[src/rtl/system_bus_pkg.sv]
// rtl/system_bus_pkg.sv - shared system bus widths, instruction codes and arbiter states
package system_bus_pkg;

   localparam int ADDR_LEN_DEF       = 12;
   localparam int DATA_LEN_DEF       = 8;
   localparam int BURST_LEN_DEF      = 12;
   localparam int SLAVE_LEN_DEF      = 2;
   localparam int TIMEOUT_CYCLES_DEF = 1024;

   // Only bit 1 distinguishes "no instruction" (2'b0x) from an active one.
   localparam logic [1:0] INSTR_NONE  = 2'b00;
   localparam logic [1:0] INSTR_WRITE = 2'b10;
   localparam logic [1:0] INSTR_READ  = 2'b11;

   typedef enum logic [1:0] {
      ST_IDLE     = 2'd0,
      ST_BUSY     = 2'd1,
      ST_HANDOVER = 2'd2
   } arb_state_t;

endpackage

[src/rtl/bus_arbiter_if.sv]
// rtl/bus_arbiter_if.sv - two-master request/grant and shared bus field bundle
interface bus_arbiter_if #(
   parameter int ADDR_LEN  = system_bus_pkg::ADDR_LEN_DEF,
   parameter int DATA_LEN  = system_bus_pkg::DATA_LEN_DEF,
   parameter int BURST_LEN = system_bus_pkg::BURST_LEN_DEF,
   parameter int SLAVE_LEN = system_bus_pkg::SLAVE_LEN_DEF
);

   logic                 m1_req;
   logic                 m2_req;
   logic [ADDR_LEN-1:0]  m1_address;
   logic [ADDR_LEN-1:0]  m2_address;
   logic [DATA_LEN-1:0]  m1_data;
   logic [DATA_LEN-1:0]  m2_data;
   logic [BURST_LEN-1:0] m1_burst_num;
   logic [BURST_LEN-1:0] m2_burst_num;
   logic [SLAVE_LEN-1:0] m1_slave_select;
   logic [SLAVE_LEN-1:0] m2_slave_select;
   logic [1:0]           m1_instruction;
   logic [1:0]           m2_instruction;
   logic                 tx_done;
   logic                 rx_done;

   logic                 m1_grant;
   logic                 m2_grant;
   logic [ADDR_LEN-1:0]  address;
   logic [DATA_LEN-1:0]  data;
   logic [BURST_LEN-1:0] burst_num;
   logic [SLAVE_LEN-1:0] slave_select;
   logic [1:0]           instruction;
   logic                 bus_busy;
   logic                 timeout;

   modport slave (
      input  m1_req, m2_req, m1_address, m2_address, m1_data, m2_data,
             m1_burst_num, m2_burst_num, m1_slave_select, m2_slave_select,
             m1_instruction, m2_instruction, tx_done, rx_done,
      output m1_grant, m2_grant, address, data, burst_num, slave_select,
             instruction, bus_busy, timeout
   );

   modport master (
      output m1_req, m2_req, m1_address, m2_address, m1_data, m2_data,
             m1_burst_num, m2_burst_num, m1_slave_select, m2_slave_select,
             m1_instruction, m2_instruction, tx_done, rx_done,
      input  m1_grant, m2_grant, address, data, burst_num, slave_select,
             instruction, bus_busy, timeout
   );

endinterface

[src/rtl/bus_field_mux.sv]
// rtl/bus_field_mux.sv - combinational 2:1 bus field mux, zero when nothing granted
module bus_field_mux
   import system_bus_pkg::*;
#(
   parameter int ADDR_LEN  = ADDR_LEN_DEF,
   parameter int DATA_LEN  = DATA_LEN_DEF,
   parameter int BURST_LEN = BURST_LEN_DEF,
   parameter int SLAVE_LEN = SLAVE_LEN_DEF
) (
   input  logic                 sel_m1,
   input  logic                 sel_m2,
   input  logic [ADDR_LEN-1:0]  m1_address,
   input  logic [ADDR_LEN-1:0]  m2_address,
   input  logic [DATA_LEN-1:0]  m1_data,
   input  logic [DATA_LEN-1:0]  m2_data,
   input  logic [BURST_LEN-1:0] m1_burst_num,
   input  logic [BURST_LEN-1:0] m2_burst_num,
   input  logic [SLAVE_LEN-1:0] m1_slave_select,
   input  logic [SLAVE_LEN-1:0] m2_slave_select,
   input  logic [1:0]           m1_instruction,
   input  logic [1:0]           m2_instruction,
   output logic [ADDR_LEN-1:0]  address,
   output logic [DATA_LEN-1:0]  data,
   output logic [BURST_LEN-1:0] burst_num,
   output logic [SLAVE_LEN-1:0] slave_select,
   output logic [1:0]           instruction
);

   always_comb begin
      address      = '0;
      data         = '0;
      burst_num    = '0;
      slave_select = '0;
      instruction  = INSTR_NONE;
      if (sel_m1) begin
         address      = m1_address;
         data         = m1_data;
         burst_num    = m1_burst_num;
         slave_select = m1_slave_select;
         instruction  = m1_instruction;
      end else if (sel_m2) begin
         address      = m2_address;
         data         = m2_data;
         burst_num    = m2_burst_num;
         slave_select = m2_slave_select;
         instruction  = m2_instruction;
      end
   end

endmodule

[src/rtl/bus_arbiter.sv]
// rtl/bus_arbiter.sv - round-robin two-master bus arbiter with watchdog reclaim
module bus_arbiter
   import system_bus_pkg::*;
#(
   parameter int ADDR_LEN       = ADDR_LEN_DEF,
   parameter int DATA_LEN       = DATA_LEN_DEF,
   parameter int BURST_LEN      = BURST_LEN_DEF,
   parameter int SLAVE_LEN      = SLAVE_LEN_DEF,
   parameter int TIMEOUT_CYCLES = TIMEOUT_CYCLES_DEF
) (
   input  logic          clk,
   input  logic          reset,
   bus_arbiter_if.slave  bus
);

   localparam int WD_W = $clog2(TIMEOUT_CYCLES);
   localparam logic [WD_W-1:0] WD_LAST = WD_W'(TIMEOUT_CYCLES - 1);

   arb_state_t      state, state_next;
   logic            grant1, grant1_next;
   logic            grant2, grant2_next;
   logic            last_m2, last_m2_next;
   logic            timeout_q, timeout_next;
   logic [WD_W-1:0] wd, wd_next;

   logic owner_req, done, wd_fire, pick_m1;

   assign owner_req = grant1 ? bus.m1_req : bus.m2_req;
   assign done      = bus.tx_done | bus.rx_done;
   assign wd_fire   = (wd == WD_LAST);
   // On a tie the master that was not served last wins.
   assign pick_m1   = bus.m1_req & (~bus.m2_req | last_m2);

   always_ff @(posedge clk or negedge reset) begin
      if (!reset) begin
         state     <= ST_IDLE;
         grant1    <= 1'b0;
         grant2    <= 1'b0;
         last_m2   <= 1'b1;
         timeout_q <= 1'b0;
         wd        <= '0;
      end else begin
         state     <= state_next;
         grant1    <= grant1_next;
         grant2    <= grant2_next;
         last_m2   <= last_m2_next;
         timeout_q <= timeout_next;
         wd        <= wd_next;
      end
   end

   always_comb begin
      state_next   = state;
      grant1_next  = grant1;
      grant2_next  = grant2;
      last_m2_next = last_m2;
      timeout_next = 1'b0;
      wd_next      = wd;
      case (state)
         ST_IDLE: begin
            if (bus.m1_req | bus.m2_req) begin
               grant1_next  = pick_m1;
               grant2_next  = ~pick_m1;
               last_m2_next = ~pick_m1;
               wd_next      = '0;
               state_next   = ST_BUSY;
            end
         end
         ST_BUSY: begin
            if (done | ~owner_req | wd_fire) begin
               grant1_next  = 1'b0;
               grant2_next  = 1'b0;
               // A completion on the same edge means the bus was not actually stuck.
               timeout_next = wd_fire & ~done;
               state_next   = ST_HANDOVER;
            end else begin
               wd_next = wd + 1'b1;
            end
         end
         ST_HANDOVER: begin
            state_next = ST_IDLE;
         end
         default: begin
            grant1_next = 1'b0;
            grant2_next = 1'b0;
            state_next  = ST_IDLE;
         end
      endcase
   end

   assign bus.m1_grant = grant1;
   assign bus.m2_grant = grant2;
   assign bus.bus_busy = (state == ST_BUSY);
   assign bus.timeout  = timeout_q;

   bus_field_mux #(
      .ADDR_LEN  (ADDR_LEN),
      .DATA_LEN  (DATA_LEN),
      .BURST_LEN (BURST_LEN),
      .SLAVE_LEN (SLAVE_LEN)
   ) u_field_mux (
      .sel_m1          (grant1),
      .sel_m2          (grant2),
      .m1_address      (bus.m1_address),
      .m2_address      (bus.m2_address),
      .m1_data         (bus.m1_data),
      .m2_data         (bus.m2_data),
      .m1_burst_num    (bus.m1_burst_num),
      .m2_burst_num    (bus.m2_burst_num),
      .m1_slave_select (bus.m1_slave_select),
      .m2_slave_select (bus.m2_slave_select),
      .m1_instruction  (bus.m1_instruction),
      .m2_instruction  (bus.m2_instruction),
      .address         (bus.address),
      .data            (bus.data),
      .burst_num       (bus.burst_num),
      .slave_select    (bus.slave_select),
      .instruction     (bus.instruction)
   );

endmodule

[src/flat_wrapper.sv]
// flat-port wrapper written by rule: the top's interface ports become plain ports
module bus_arbiter_flat import system_bus_pkg::*;
#(
   parameter int ADDR_LEN       = ADDR_LEN_DEF,
   parameter int DATA_LEN       = DATA_LEN_DEF,
   parameter int BURST_LEN      = BURST_LEN_DEF,
   parameter int SLAVE_LEN      = SLAVE_LEN_DEF,
   parameter int TIMEOUT_CYCLES = TIMEOUT_CYCLES_DEF
)
  (clk, reset, bus_m1_req, bus_m2_req, bus_m1_address, bus_m2_address, bus_m1_data, bus_m2_data, bus_m1_burst_num, bus_m2_burst_num, bus_m1_slave_select, bus_m2_slave_select, bus_m1_instruction, bus_m2_instruction, bus_tx_done, bus_rx_done, bus_m1_grant, bus_m2_grant, bus_address, bus_data, bus_burst_num, bus_slave_select, bus_instruction, bus_bus_busy, bus_timeout);
  bus_arbiter_if #(.ADDR_LEN(ADDR_LEN), .DATA_LEN(DATA_LEN), .BURST_LEN(BURST_LEN), .SLAVE_LEN(SLAVE_LEN)) bus_i ();
  input  logic clk;
  input  logic reset;
  input wire logic [$bits(bus_i.m1_req)-1:0] bus_m1_req;
  input wire logic [$bits(bus_i.m2_req)-1:0] bus_m2_req;
  input wire logic [$bits(bus_i.m1_address)-1:0] bus_m1_address;
  input wire logic [$bits(bus_i.m2_address)-1:0] bus_m2_address;
  input wire logic [$bits(bus_i.m1_data)-1:0] bus_m1_data;
  input wire logic [$bits(bus_i.m2_data)-1:0] bus_m2_data;
  input wire logic [$bits(bus_i.m1_burst_num)-1:0] bus_m1_burst_num;
  input wire logic [$bits(bus_i.m2_burst_num)-1:0] bus_m2_burst_num;
  input wire logic [$bits(bus_i.m1_slave_select)-1:0] bus_m1_slave_select;
  input wire logic [$bits(bus_i.m2_slave_select)-1:0] bus_m2_slave_select;
  input wire logic [$bits(bus_i.m1_instruction)-1:0] bus_m1_instruction;
  input wire logic [$bits(bus_i.m2_instruction)-1:0] bus_m2_instruction;
  input wire logic [$bits(bus_i.tx_done)-1:0] bus_tx_done;
  input wire logic [$bits(bus_i.rx_done)-1:0] bus_rx_done;
  output wire logic [$bits(bus_i.m1_grant)-1:0] bus_m1_grant;
  output wire logic [$bits(bus_i.m2_grant)-1:0] bus_m2_grant;
  output wire logic [$bits(bus_i.address)-1:0] bus_address;
  output wire logic [$bits(bus_i.data)-1:0] bus_data;
  output wire logic [$bits(bus_i.burst_num)-1:0] bus_burst_num;
  output wire logic [$bits(bus_i.slave_select)-1:0] bus_slave_select;
  output wire logic [$bits(bus_i.instruction)-1:0] bus_instruction;
  output wire logic [$bits(bus_i.bus_busy)-1:0] bus_bus_busy;
  output wire logic [$bits(bus_i.timeout)-1:0] bus_timeout;
  assign bus_i.m1_req = bus_m1_req;
  assign bus_i.m2_req = bus_m2_req;
  assign bus_i.m1_address = bus_m1_address;
  assign bus_i.m2_address = bus_m2_address;
  assign bus_i.m1_data = bus_m1_data;
  assign bus_i.m2_data = bus_m2_data;
  assign bus_i.m1_burst_num = bus_m1_burst_num;
  assign bus_i.m2_burst_num = bus_m2_burst_num;
  assign bus_i.m1_slave_select = bus_m1_slave_select;
  assign bus_i.m2_slave_select = bus_m2_slave_select;
  assign bus_i.m1_instruction = bus_m1_instruction;
  assign bus_i.m2_instruction = bus_m2_instruction;
  assign bus_i.tx_done = bus_tx_done;
  assign bus_i.rx_done = bus_rx_done;
  assign bus_m1_grant = bus_i.m1_grant;
  assign bus_m2_grant = bus_i.m2_grant;
  assign bus_address = bus_i.address;
  assign bus_data = bus_i.data;
  assign bus_burst_num = bus_i.burst_num;
  assign bus_slave_select = bus_i.slave_select;
  assign bus_instruction = bus_i.instruction;
  assign bus_bus_busy = bus_i.bus_busy;
  assign bus_timeout = bus_i.timeout;
  bus_arbiter #(.ADDR_LEN(ADDR_LEN), .DATA_LEN(DATA_LEN), .BURST_LEN(BURST_LEN), .SLAVE_LEN(SLAVE_LEN), .TIMEOUT_CYCLES(TIMEOUT_CYCLES)) u_core (.clk(clk), .reset(reset), .bus(bus_i));
endmodule
[config.mk]
export PLATFORM = sky130hd
export DESIGN_NAME = bus_arbiter_flat
export DESIGN_NICKNAME = d
export VERILOG_FILES = /design/src/rtl/system_bus_pkg.sv /design/src/rtl/bus_arbiter_if.sv /design/src/rtl/bus_field_mux.sv /design/src/rtl/bus_arbiter.sv /design/src/flat_wrapper.sv
export SDC_FILE = /design/constraint.sdc
export NUM_CORES = 1
export LEC_CHECK = 0
export CAP_MARGIN = 40
export CORE_AREA = 2 2 54 81
export CTS_BUF_LIST = sky130_fd_sc_hd__clkbuf_8
export CTS_CLUSTER_DIAMETER = 120
export DETAILED_ROUTE_END_ITERATION = 12
export DIE_AREA = 0 0 56 83
export GPL_ROUTABILITY_DRIVEN = 0
export PLACE_DENSITY = 0.85
export SYNTH_ARGS = -nofsm -noshare
export SYNTH_HDL_FRONTEND = slang
export SYNTH_HIERARCHICAL = 1
export SYNTH_SLANG_ARGS = --single-unit
[constraint.sdc]
create_clock -name clk -period 3.1 [get_ports clk]
set_input_delay 0.62 -clock clk [delete_from_list [all_inputs] [get_ports clk]]
set_output_delay 0.62 -clock clk [all_outputs]
set_load 0.02 [all_outputs]
**After elaboration in Yosys (flattened, before gate mapping)**

Index checks and enable logic that the tools add are counted.

- Flip-flop bits (word level): 16
- Output and inout bits: 40
- Logic and storage cells: 55

- $add $sub $neg: 1
- Equal/unequal tests: 6
- Muxes and demuxes: 24
- Bitwise logic cells: 12
- Reduce and logical (&&, ||, !) cells: 6

Operator list:

| operator | number |
|---|---|
| 2-to-1 mux 12 bit | 4 |
| 2-to-1 mux 10 bit | 2 |
| case mux 10 bit (2 select lines) | 1 |
| 2-to-1 mux 8 bit | 2 |
| 2-to-1 mux 2 bit | 6 |
| adder 10 x 1 -> 10 bit, second input constant | 1 |
| == test 10 bit, second input constant | 1 |
| 2-to-1 mux 1 bit | 6 |
| case mux 1 bit (3 select lines) | 2 |
| AND reduction 3 bit | 2 |
| NOT 1 bit | 5 |
| bitwise OR 1 bit | 5 |
| inequality test 2 x 1 -> 1 bit, second input constant | 2 |
| case mux 2 bit (2 select lines) | 1 |
| AND reduction 2 bit | 2 |
| AND 1 bit | 2 |
| == test 2 x 1 -> 1 bit, second input constant | 1 |
| == test 2 bit, second input constant | 1 |
| logical NOT 2 bit | 1 |
| inequality test 2 bit, second input constant | 1 |
| nonzero test 2 bit | 1 |

**Logic depth before layout (Yosys ltp)**

- Depth in word-level cells: 6
- Gate-level depth with buffers: 6
- Mapped depth without buffers: 5

**By module**

The synthesis kept the hierarchy.

Modules (own cells, without submodules):

| module | times used | cells an instance | area each (sq um) | sequential area each (sq um) |
|---|---|---|---|---|
| bus_arbiter | 1 | 82 | 885.8 | 401.6 |
| bus_field_mux | 1 | 49 | 416.6 | 0.0 |

**Worst setup path before layout**

OpenSTA, ideal clock, no wires.

- Path type: reg2out
- Start: register u_core.grant1 (netlist: u_core/bus.m1_grant)
- End: output bus_address[10]
- Arrival: 1.203 ns
- Data required time: 2.480 ns
- Slack: 1.277 ns
- Cell stages (with the launch flop): 4
- Buffers on the path: 2
- Cell sequence: dfrtp_1 > buf_4 > buf_6 > o21ai_1

- Cells in the longest elaborated chain, start to end: 1

RTL lines:

| what | line | source |
|---|---|---|
| from (decl) | bus_arbiter.sv:20 | `logic grant1, grant1_next;` |
| from (signal assigned) | bus_arbiter.sv:44 | `grant1 <= grant1_next;` |
| 2-to-1 mux 12 bit | bus_field_mux.sv:35 | `if (sel_m1) begin` |
| to (decl) | flat_wrapper.sv:30 | `output wire logic [$bits(bus_i.address)-1:0] bus_address;` |

No other way between the ends.

**Final worst setup path**

- Start: register u_core.grant2 (netlist: u_core/bus.m2_grant)
- End: output bus_data[5]

- Cells in the longest elaborated chain, start to end: 2

RTL lines:

| what | line | source |
|---|---|---|
| from (decl) | bus_arbiter.sv:21 | `logic grant2, grant2_next;` |
| from (signal assigned) | bus_arbiter.sv:45 | `grant2 <= grant2_next;` |
| 2-to-1 mux 8 bit | bus_field_mux.sv:41 | `end else if (sel_m2) begin` |
| 2-to-1 mux 8 bit | bus_field_mux.sv:35 |  |
| to (decl) | flat_wrapper.sv:31 | `output wire logic [$bits(bus_i.data)-1:0] bus_data;` |

No other way between the ends.

==> impl_metrics.csv <==
group,metric,value,unit
cells_and_area,fin_nets,323,
global_route,overflow,0,
power_and_ir_drop,seq_power_share,0.161,
routing,wl_per_cell,16.68,um
timing,tns,0,ps
routing,drt_iter0_drc,39,
synth,synth_area_leaders,"dfrtp_1, a22o_1, buf_6",
die,dieArea,4648,um^2
synth,synth_area,1302,um^2
min_path,worstHoldStart,"u_core/state[0]",
worst_setup_path,r2r_cells,5,
synth,synth.most_common_cell,"a22o_1",
timing,maxSlewViolCount,0,
die,start_util,0.3320,
worst_setup_path,critPathKind,"register to output port",
power_and_ir_drop,p_switching,776.6,uW
clocking,clock-sinks,16,
routing,dr.pass1.iters,4,
power_and_ir_drop,finalPower,1.812,mW
clocking,cts_tree,"built",
synth,syn_area_per_cell,9.943,um^2
clocking,root_buffer,"clkbuf_8",
power_and_ir_drop,intPower,1.035,mW
global_route,grt_max_degree,43,
die,core,3924,um^2
worst_setup_path,max_stage_delay,610,ps
routing,drt.antenna.violating_nets,0,
timing,setup_violations,0,
cells_and_area,drive_above_1_share,0.08230,
synth,synthTopCellsByCount,"a22o_1, dfrtp_1, nand2_1",
die,die_x,56,um
worst_setup_path,r2r_slack,1140,ps
clocking,cts_setup_buffers,0,
die,io_pins,118,
min_path,hold_path_class,"register to register",
placed_design,io_buffers,117,
power_and_ir_drop,p_clk_frac,0.103,
worst_setup_path,crit_path_end_kind,"output port",
global_route,grt_use_total,0.2022,
clocking,cts_buffers,3,
placed_design,dp_hpwl,3.909,mm
worst_setup_path,rr_startpoint,"u_core/bus.m1_grant",
routing,drc_errors,0,
global_route,grt_use_met2,0.3262,
routing,routed_wl,4.805,mm
worst_setup_path,crit_fanout,34,
outcome,run_status,"finished clean",
global_route,grt_first_pass_wirelength,7.645,mm
global_route,use_met1,0.2237,
synth,syn_nets,210,
worst_setup_path,crit_path_cell_trace,"nor2b_4, buf_4, a22o_1, clkdlybuf4s50_1",
routing,vias_per_cell,5.288,
synth,yosys_warnings,6,
power_and_ir_drop,vdd_ir_drop_max,0.5642,mV
timing,worst_pin_slew,727.2,ps
cells_and_area,syn_to_final_growth,91.35,%
synth,synth_edf_count,0,
synth,netlist_instances,131,
worst_setup_path,crit_arrival,2030,ps
worst_setup_path,slowest_stage,"clkdlybuf4s50_1",
clocking,clk_latency,250,ps
clocking,clockBufferDepth,2,
power_and_ir_drop,p_leak,0.9771,nW
worst_setup_path,cp.required,2480,ps
timing,rsz0062_at_grt,"false",
clocking,cts_hold_buf,0,
synth,synth_top_area_cell,"dfrtp_1",
global_route,busiest_layer,"met2",
die,die_y,83,um
synth,synth_seq_cells,16,
clocking,cts_resized,0,
synth,synth_cell_types,38,
synth,yosysSeqAreaShare,0.3084,
min_path,hold_path_end,"u_core/bus.m1_grant",
synth,synth_top_cell_area_share,0.2882,
worst_setup_path,startpoint_type,"register",
timing,slew_headroom,0.5137,
power_and_ir_drop,power.density,727.0,nW/um^2
timing,fin_crit,2648,ps
timing,finalClockSkew,3.121,ps
synth,synthFlopType,"dfrtp_1",
routing,num_vias,1523,
timing,finalHoldViolCount,0,
clocking,path_clk_slew,60,ps
timing,clock.fmax,0.3776,GHz
clocking,htreeDepth,1,
global_route,globalRouteMet3Util,0.1262,
worst_setup_path,r2r_end,"u_core/wd[4]",
power_and_ir_drop,p_comb_frac,0.737,
power_and_ir_drop,swShare,0.4286,
synth,ys_async_sr_fraction,1.000,
min_path,whs_path_depth,1,
global_route,antenna_found_initial,0,
cells_and_area,n_antenna_cell,0,
global_route,grt_pass1_vias,1556,
job,cap_violations,0,
die,fp-row-count,28,
timing,period_share,0.8542,
[sequential cells by signal, summed over array words and instances, names as in the netlist]
signal / flops
u_core/state: 2
u_core/wd: 10
u_core/last_m2: 1
u_core/bus.timeout: 1
u_core/bus.m2_grant: 1
u_core/bus.m1_grant: 1
[worst max-delay path: cells and delay by family (launching register included)]
kind                   cells  cell delay (ps)
AOI/OAI and AO/OA          1              220
buffers and inverters      2              930
DFF                        1              450
and+or+nand+nor            1              170
[through the flow]
step                        util  std cells  cell area, um^2  hold slack (ps)  setup WS, ps
after detailed placement  0.6212        284             2437            483.2         617.0
after global placement    0.6212        284             2437            477.3         630.2
after global routing      0.6352        288             2492            515.5         347.2
after floorplan                -        131             1303            324.4          1277
final                     0.6352        288             2492            499.2         452.0
after CTS                 0.6352        288             2492            492.2         440.7
[final cells by class]
class | count | area (um^2)
timing repair buffer | 119 | 1186
clock buffer | 4 | 55.05
multi-input combinational | 99 | 774.5
fill | 348 | 1431
inverter | 5 | 18.77
tap | 45 | 56.30
sequential | 16 | 401.6
[power by group through the flow]
stage          sequential, mW  clock (mW)  combinational [mW]
2_1_floorplan           0.305           0               0.789
3_3_place_gp            0.291           0                1.33
3_5_place_dp            0.295           0                1.34
4_1_cts                 0.291       0.187                1.35
5_1_grt                 0.299       0.196                1.42
6_report                0.291       0.186                1.33
[cells by family after synthesis]
| group | after synthesis | share of synthesized area |
|---|---|---|
| adder cells (fa/ha/maj) | 1 | 0.009605 |
| AO/OA/AOI/OAI | 52 | 0.3276 |
| flip-flops | 16 | 0.3084 |
| buffers and inverters | 16 | 0.09702 |
| AND/OR/NAND/NOR | 38 | 0.1912 |
| multiplexers | 8 | 0.06628 |
[cell usage in the layout (no fill, tap or decap), types with 2 or more instances in the layout]
cell	instances
clkdlybuf4s50_1	117
a22o_1	34
dfrtp_1	15
nand2_1	13
mux2i_1	6
clkbuf_8	4
and3_1	4
inv_1	4
nand3_1	3
nor3_1	3
o21ai_1	3
buf_4	2
and4_4	2
nor2_1	2
a31oi_1	2
o21ai_0	2
o2bb2ai_1	2
nor4_2	2
a21boi_0	2
a2bb2oi_1	2
nor4b_2	2
[routing by layer]
layer,up-vias,wire length [um]
met3,5,822
met1,686,1742
met5,-,0
met2,92,2190
met4,0,48
li1,740,-
[worst max-delay path by stage]
stage / to / depth (start not counted) / start
detailed placement: bus_address[10] / 4 / bus_m2_address[10]
global placement: bus_address[10] / 4 / bus_m2_address[10]
finish: bus_data[5] / 4 / u_core/bus.m2_grant
floorplan: bus_address[10] / 3 / u_core/bus.m1_grant
global route: bus_data[3] / 4 / u_core/bus.m2_grant
CTS: bus_data[5] / 4 / u_core/bus.m2_grant
Power figures use the tool's default switching activity.
